### src/rtl/rxcommaalign_gpi_aggregator.sv
// Multi-channel comma-align GPI aggregator: synchronises per-channel rxcommaalignen into aclk,
// maps live levels onto the GPI bus and keeps sticky rise flags, saturating counters and an irq.
module rxcommaalign_gpi_aggregator #(
  parameter int NUM_CHANNELS = 4,
  parameter int GPI_WIDTH    = 16,
  parameter int BIT_OFFSET   = 8,
  parameter int SYNC_STAGES  = 2,
  parameter int CNT_WIDTH    = 8
) (
  input  logic                              aclk,
  input  logic                              aresetn,
  input  logic [NUM_CHANNELS-1:0]           rxcommaalignen_in,
  input  logic [NUM_CHANNELS-1:0]           chan_mask,
  input  logic [NUM_CHANNELS-1:0]           sticky_clr,
  output logic [GPI_WIDTH-1:0]              gpi_out,
  output logic [NUM_CHANNELS-1:0]           sticky_out,
  output logic [NUM_CHANNELS*CNT_WIDTH-1:0] cnt_out,
  output logic                              irq
);

  // Refuse to build rather than silently truncate the GPI field.
  if (BIT_OFFSET + NUM_CHANNELS > GPI_WIDTH) begin : g_bad_offset
    $error("rxcommaalign_gpi_aggregator: BIT_OFFSET+NUM_CHANNELS exceeds GPI_WIDTH");
  end
  if (SYNC_STAGES < 2) begin : g_bad_sync
    $error("rxcommaalign_gpi_aggregator: SYNC_STAGES must be at least 2");
  end

  localparam logic [CNT_WIDTH-1:0] CNT_MAX = '1;
  localparam logic [CNT_WIDTH-1:0] CNT_ONE = CNT_WIDTH'(1);

  (* ASYNC_REG = "TRUE" *) logic [NUM_CHANNELS-1:0] sync_q [SYNC_STAGES];

  logic [NUM_CHANNELS-1:0] sync_s;
  logic [NUM_CHANNELS-1:0] prev_q;
  logic [NUM_CHANNELS-1:0] rise;
  logic [GPI_WIDTH-1:0]    gpi_next;
  logic [CNT_WIDTH-1:0]    cnt_q [NUM_CHANNELS];

  always_ff @(posedge aclk or negedge aresetn) begin
    if (!aresetn) begin
      for (int i = 0; i < SYNC_STAGES; i++) sync_q[i] <= '0;
    end else begin
      sync_q[0] <= rxcommaalignen_in;
      for (int i = 1; i < SYNC_STAGES; i++) sync_q[i] <= sync_q[i-1];
    end
  end

  assign sync_s = sync_q[SYNC_STAGES-1];
  assign rise   = sync_s & ~prev_q;

  always_comb begin
    gpi_next = '0;
    gpi_next[BIT_OFFSET +: NUM_CHANNELS] = sync_s;
  end

  // A rise always lands in sticky, even when software clears in the same cycle.
  always_ff @(posedge aclk or negedge aresetn) begin
    if (!aresetn) begin
      prev_q     <= '0;
      gpi_out    <= '0;
      sticky_out <= '0;
      irq        <= 1'b0;
    end else begin
      prev_q     <= sync_s;
      gpi_out    <= gpi_next;
      sticky_out <= rise | (sticky_out & ~sticky_clr);
      irq        <= |(sticky_out & ~chan_mask);
    end
  end

  always_ff @(posedge aclk or negedge aresetn) begin
    if (!aresetn) begin
      for (int ch = 0; ch < NUM_CHANNELS; ch++) cnt_q[ch] <= '0;
    end else begin
      for (int ch = 0; ch < NUM_CHANNELS; ch++) begin
        if (sticky_clr[ch]) begin
          cnt_q[ch] <= rise[ch] ? CNT_ONE : '0;
        end else if (rise[ch] && (cnt_q[ch] != CNT_MAX)) begin
          cnt_q[ch] <= cnt_q[ch] + CNT_ONE;
        end
      end
    end
  end

  for (genvar ch = 0; ch < NUM_CHANNELS; ch++) begin : g_cnt_out
    assign cnt_out[ch*CNT_WIDTH +: CNT_WIDTH] = cnt_q[ch];
  end

endmodule

### config.mk
export PLATFORM = sky130hd
export DESIGN_NAME = rxcommaalign_gpi_aggregator
export DESIGN_NICKNAME = d
export VERILOG_FILES = /design/src/rtl/rxcommaalign_gpi_aggregator.sv
export SDC_FILE = /design/constraint.sdc
export NUM_CORES = 1
export LEC_CHECK = 0
export ABC_CLOCK_PERIOD_IN_PS = 4700
export CAP_MARGIN = 0
export CORE_MARGIN = 4
export CORE_UTILIZATION = 51
export CTS_CLUSTER_SIZE = 20
export DETAILED_ROUTE_END_ITERATION = 10
export GPL_TIMING_DRIVEN = 1
export PLACE_DENSITY = 0.85
export SLEW_MARGIN = 20
export SYNTH_ARGS = -nofsm -noshare
export SYNTH_HDL_FRONTEND = slang
export SYNTH_SLANG_ARGS = --single-unit
### constraint.sdc
create_clock -name aclk -period 4.7 [get_ports aclk]
set_clock_uncertainty 0.1 [all_clocks]
set_input_delay 0.705 -clock aclk [delete_from_list [all_inputs] [get_ports aclk]]
set_output_delay 0.705 -clock aclk [all_outputs]
set_load 0.02 [all_outputs]
==> results.sh <==
export IMPL_finalSetupViolations=0
export IMPL_critical_path_cell_count=1
export IMPL_drt_wl_total_um=4610
export IMPL_path_buf_inv=1
export IMPL_finalCoreUtilization_pct=67.0
export IMPL_postSynthRegisterBits=49
export IMPL_chipWidth_um=75.4
export IMPL_route_detailed_vias_per_inst=5.65
export IMPL_layout_area_overhead_vs_synth_pct=26.6
export IMPL_final_nets=290
export IMPL_drc_errors=0
export IMPL_synth_warning_count=0
export IMPL_antenna_cells=0
export IMPL_critPathArrivalTime_ns=1.41
export IMPL_holdWs_ns=0.256
export IMPL_grt_first_pass_wirelength_um=7720
export IMPL_synth_edff_count=0
export IMPL_placedCellCount=317
export IMPL_finalHoldViolCount=0
export IMPL_tritoncts="built"
export IMPL_io_pin_count=67
export IMPL_clock_insertion_delay_worst_skew_ns=0.30
export IMPL_dr_pass1_iters=4
export IMPL_floorplan_die_height_um=75.4
export IMPL_timing_max_slew_rel_slack_pct=59.7
export IMPL_coreArea_um2=4380
export IMPL_worstSetupEndpointType="output pin"
export IMPL_start_kind="flip-flop"
export IMPL_synthesis_area_per_instance_um2=10.6
export IMPL_h_tree_lvl_count=2
export IMPL_die_area_um2=5690
export IMPL_rsz0062_at_grt="false"
export IMPL_synth_cell_type_count=44
export IMPL_tritoncts_buffer_count=5
export IMPL_drt_initial_drc_count=77
export IMPL_gp_routability_congestion=0.843
export IMPL_hold_critical_path_depth=0
export IMPL_slew_violations=0
export IMPL_reg2reg_depth=5
export IMPL_achievable_frequency_ghz=0.451
export IMPL_drtAntennaViolNets=0
export IMPL_crit_path_cell_trace="clkdlybuf4s50_1"
export IMPL_yosysSeqAreaShare_pct=52.9
export IMPL_initial_core_utilization_pct=52.9
export IMPL_place_worst_setup_slack_ns=2.67
export IMPL_timing_setup_critical_path_class="reg2out"
export IMPL_instances_no_fill=325
export IMPL_worst_ir_drop_on_vdd_v=0.000160
export IMPL_cts_path_max_buffers=2
export IMPL_critPathMaxFanout=8
export IMPL_leading_register_cell_type_out_of_synthesis="sky130_fd_sc_hd__dfrtp_1"
export IMPL_io_buffer_count=54
export IMPL_clock_sink_count=49
export IMPL_final_layout_size_suffix_gt1_share_pct=5.86
export IMPL_power_density_nw_per_um2=276
export IMPL_first_global_vias=1725
export IMPL_cts_hold_fix_buffers=0
export IMPL_globalRouteOverflowTotal=0
export IMPL_layout_cell_area_non_filler_um2=2940
export IMPL_power_total_mw=0.810
export IMPL_cap_violations=0
export IMPL_tns_ns=0
export IMPL_post_synth_instance_area_um2=2320
export IMPL_dpl_instance_area_um2=2840
export IMPL_synth_cells=219
export IMPL_async_reset_ff_share_pct=100
export IMPL_grt_use_total_pct=17.4
export IMPL_routed_via_count=1837
export IMPL_rows=24
export IMPL_timing_final_crit_period_ns=2.22
export IMPL_worstPathRequired_ns=3.89
export IMPL_postCtsSetupRepairBufs=0
export IMPL_root_buffer="sky130_fd_sc_hd__clkbuf_8"
export IMPL_worst_pin_slew_ns=0.605
export IMPL_leakagePower_nw=1.28
export IMPL_hpwl_um=3340
export IMPL_cp_slowest_cell="sky130_fd_sc_hd__clkdlybuf4s50_1"
export IMPL_worstHoldPathType="reg2reg"
export IMPL_pin_count_of_the_biggest_net_entering_global_routing=50
export IMPL_initial_antenna_violation_count=0
export IMPL_outcome="complete, no violations"
export IMPL_post_drt_wl_per_cell_um=14.2
export IMPL_crit_family="buffers and inverters"
export IMPL_postLayoutSetupSlackWorst_ns=2.48
export IMPL_cts_repair_resize_count=0
export IMPL_critical_path_max_stage_delay_ns=0.65
export IMPL_worst_setup_hold_path_clk_slew_ns=0.08
export IMPL_period_share_pct=47.1
==> routing by layer <==
metal	vias up	track usage (%)	wire length, um
li1	886	-	-
met1	889	23.5	2090
met2	60	27.4	2200
met3	2	5.94	302
met4	0	3.88	13
met5	-	0	0
==> area by class of cell <==
class	instances	area (um2)
sequential	49	1230
tap	52	65.1
fill	363	1450
clock inverter	2	17.5
timing repair buffer	54	538
multi-input combinational	152	971
inverter	10	37.5
clock buffer	6	82.6
==> layout by cell type (no fill, tap or decap), types with 3 or more instances in the layout <==
cell type	n
sky130_fd_sc_hd__a21oi_1	7
sky130_fd_sc_hd__o21ai_0	9
sky130_fd_sc_hd__a31oi_1	15
sky130_fd_sc_hd__clkdlybuf4s50_1	53
sky130_fd_sc_hd__nor3_1	8
sky130_fd_sc_hd__nand4_1	4
sky130_fd_sc_hd__o21bai_1	3
sky130_fd_sc_hd__nor2b_1	4
sky130_fd_sc_hd__nand2_1	7
sky130_fd_sc_hd__mux2i_1	6
sky130_fd_sc_hd__and4b_1	5
sky130_fd_sc_hd__nand2b_1	9
sky130_fd_sc_hd__nand3_1	3
sky130_fd_sc_hd__a211oi_1	6
sky130_fd_sc_hd__clkbuf_8	6
sky130_fd_sc_hd__ha_1	4
sky130_fd_sc_hd__inv_1	10
sky130_fd_sc_hd__o311ai_0	3
sky130_fd_sc_hd__conb_1	12
sky130_fd_sc_hd__dfrtp_1	49
sky130_fd_sc_hd__nor2_1	15
sky130_fd_sc_hd__and3_1	8
==> final timing paths <==
| path | start | to | slack, ns |
|---|---|---|---|
| min in group asynchronous | aresetn | cnt_out[21]$_DFFE_PN0P_ | 0.30 |
| min reg2reg | sync_q[7]$_DFF_PN0_ | sync_s[3]$_DFF_PN0_ | 0.26 |
| max | cnt_out[26]$_DFFE_PN0P_ | cnt_out[26] | 2.48 |
| max reg2reg | cnt_out[24]$_DFFE_PN0P_ | cnt_out[25]$_DFFE_PN0P_ | 3.00 |
| min | sync_q[7]$_DFF_PN0_ | sync_s[3]$_DFF_PN0_ | 0.26 |
| max in group asynchronous | aresetn | cnt_out[25]$_DFFE_PN0P_ | 3.77 |
==> flip-flops by register name, summed over array words and instances (netlist names) <==
signal,flops
sticky_out,4
gpi_out,4
irq,1
sync_q,4
sync_s,4
cnt_out,32
==> logic make-up after synthesis <==
kind of cell,count (synthesis),synth area share [%]
AO/OA/AOI/OAI,52,14.6
XOR/XNOR,2,0.755
adder cells (fa/ha/maj),4,2.16
buffers and inverters,29,7.07
flip-flops,49,52.9
multiplexers,6,2.59
other,1,0.162
AND/OR/NAND/NOR,76,19.8
==> report_power, final <==
group	internal [mW]	total, mW	switching, mW
sequential	0.437	0.450	0.0135
clock	0.122	0.262	0.140
combinational	0.0426	0.0981	0.0555
==> cell usage after synthesis, drive strengths merged, types with 2 or more instances <==
library cell | count | area [um2]
nand2b | 9 | 56.3
nand3 | 3 | 15.0
mux2i | 6 | 60.1
nor3 | 9 | 50.1
buf | 15 | 111
a21oi | 7 | 35.0
inv | 10 | 37.5
and3 | 9 | 57.6
clkbuf | 4 | 15.0
a41o | 2 | 20.0
and4b | 6 | 61.3
a31oi | 15 | 93.8
nand2 | 8 | 37.5
a211oi | 6 | 45.0
o21bai | 3 | 22.5
nor2b | 4 | 25.0
xor2 | 2 | 17.5
nor2 | 15 | 56.3
o311ai | 3 | 26.3
dfrtp | 49 | 1230
nand3b | 2 | 15.0
o21ai | 10 | 50.0
nand4 | 4 | 25.0
o22ai | 2 | 12.5
ha | 4 | 50.1
==> worst register-to-register path, cell delays in order, from the launching register on <==
cell                      delay, ns
sky130_fd_sc_hd__dfrtp_1       0.43
sky130_fd_sc_hd__ha_1          0.28
sky130_fd_sc_hd__and3_2        0.23
sky130_fd_sc_hd__a31oi_1       0.26
sky130_fd_sc_hd__mux2i_1       0.22
sky130_fd_sc_hd__nor2_1        0.05
No activity file was read; power rests on OpenSTA's default activity.
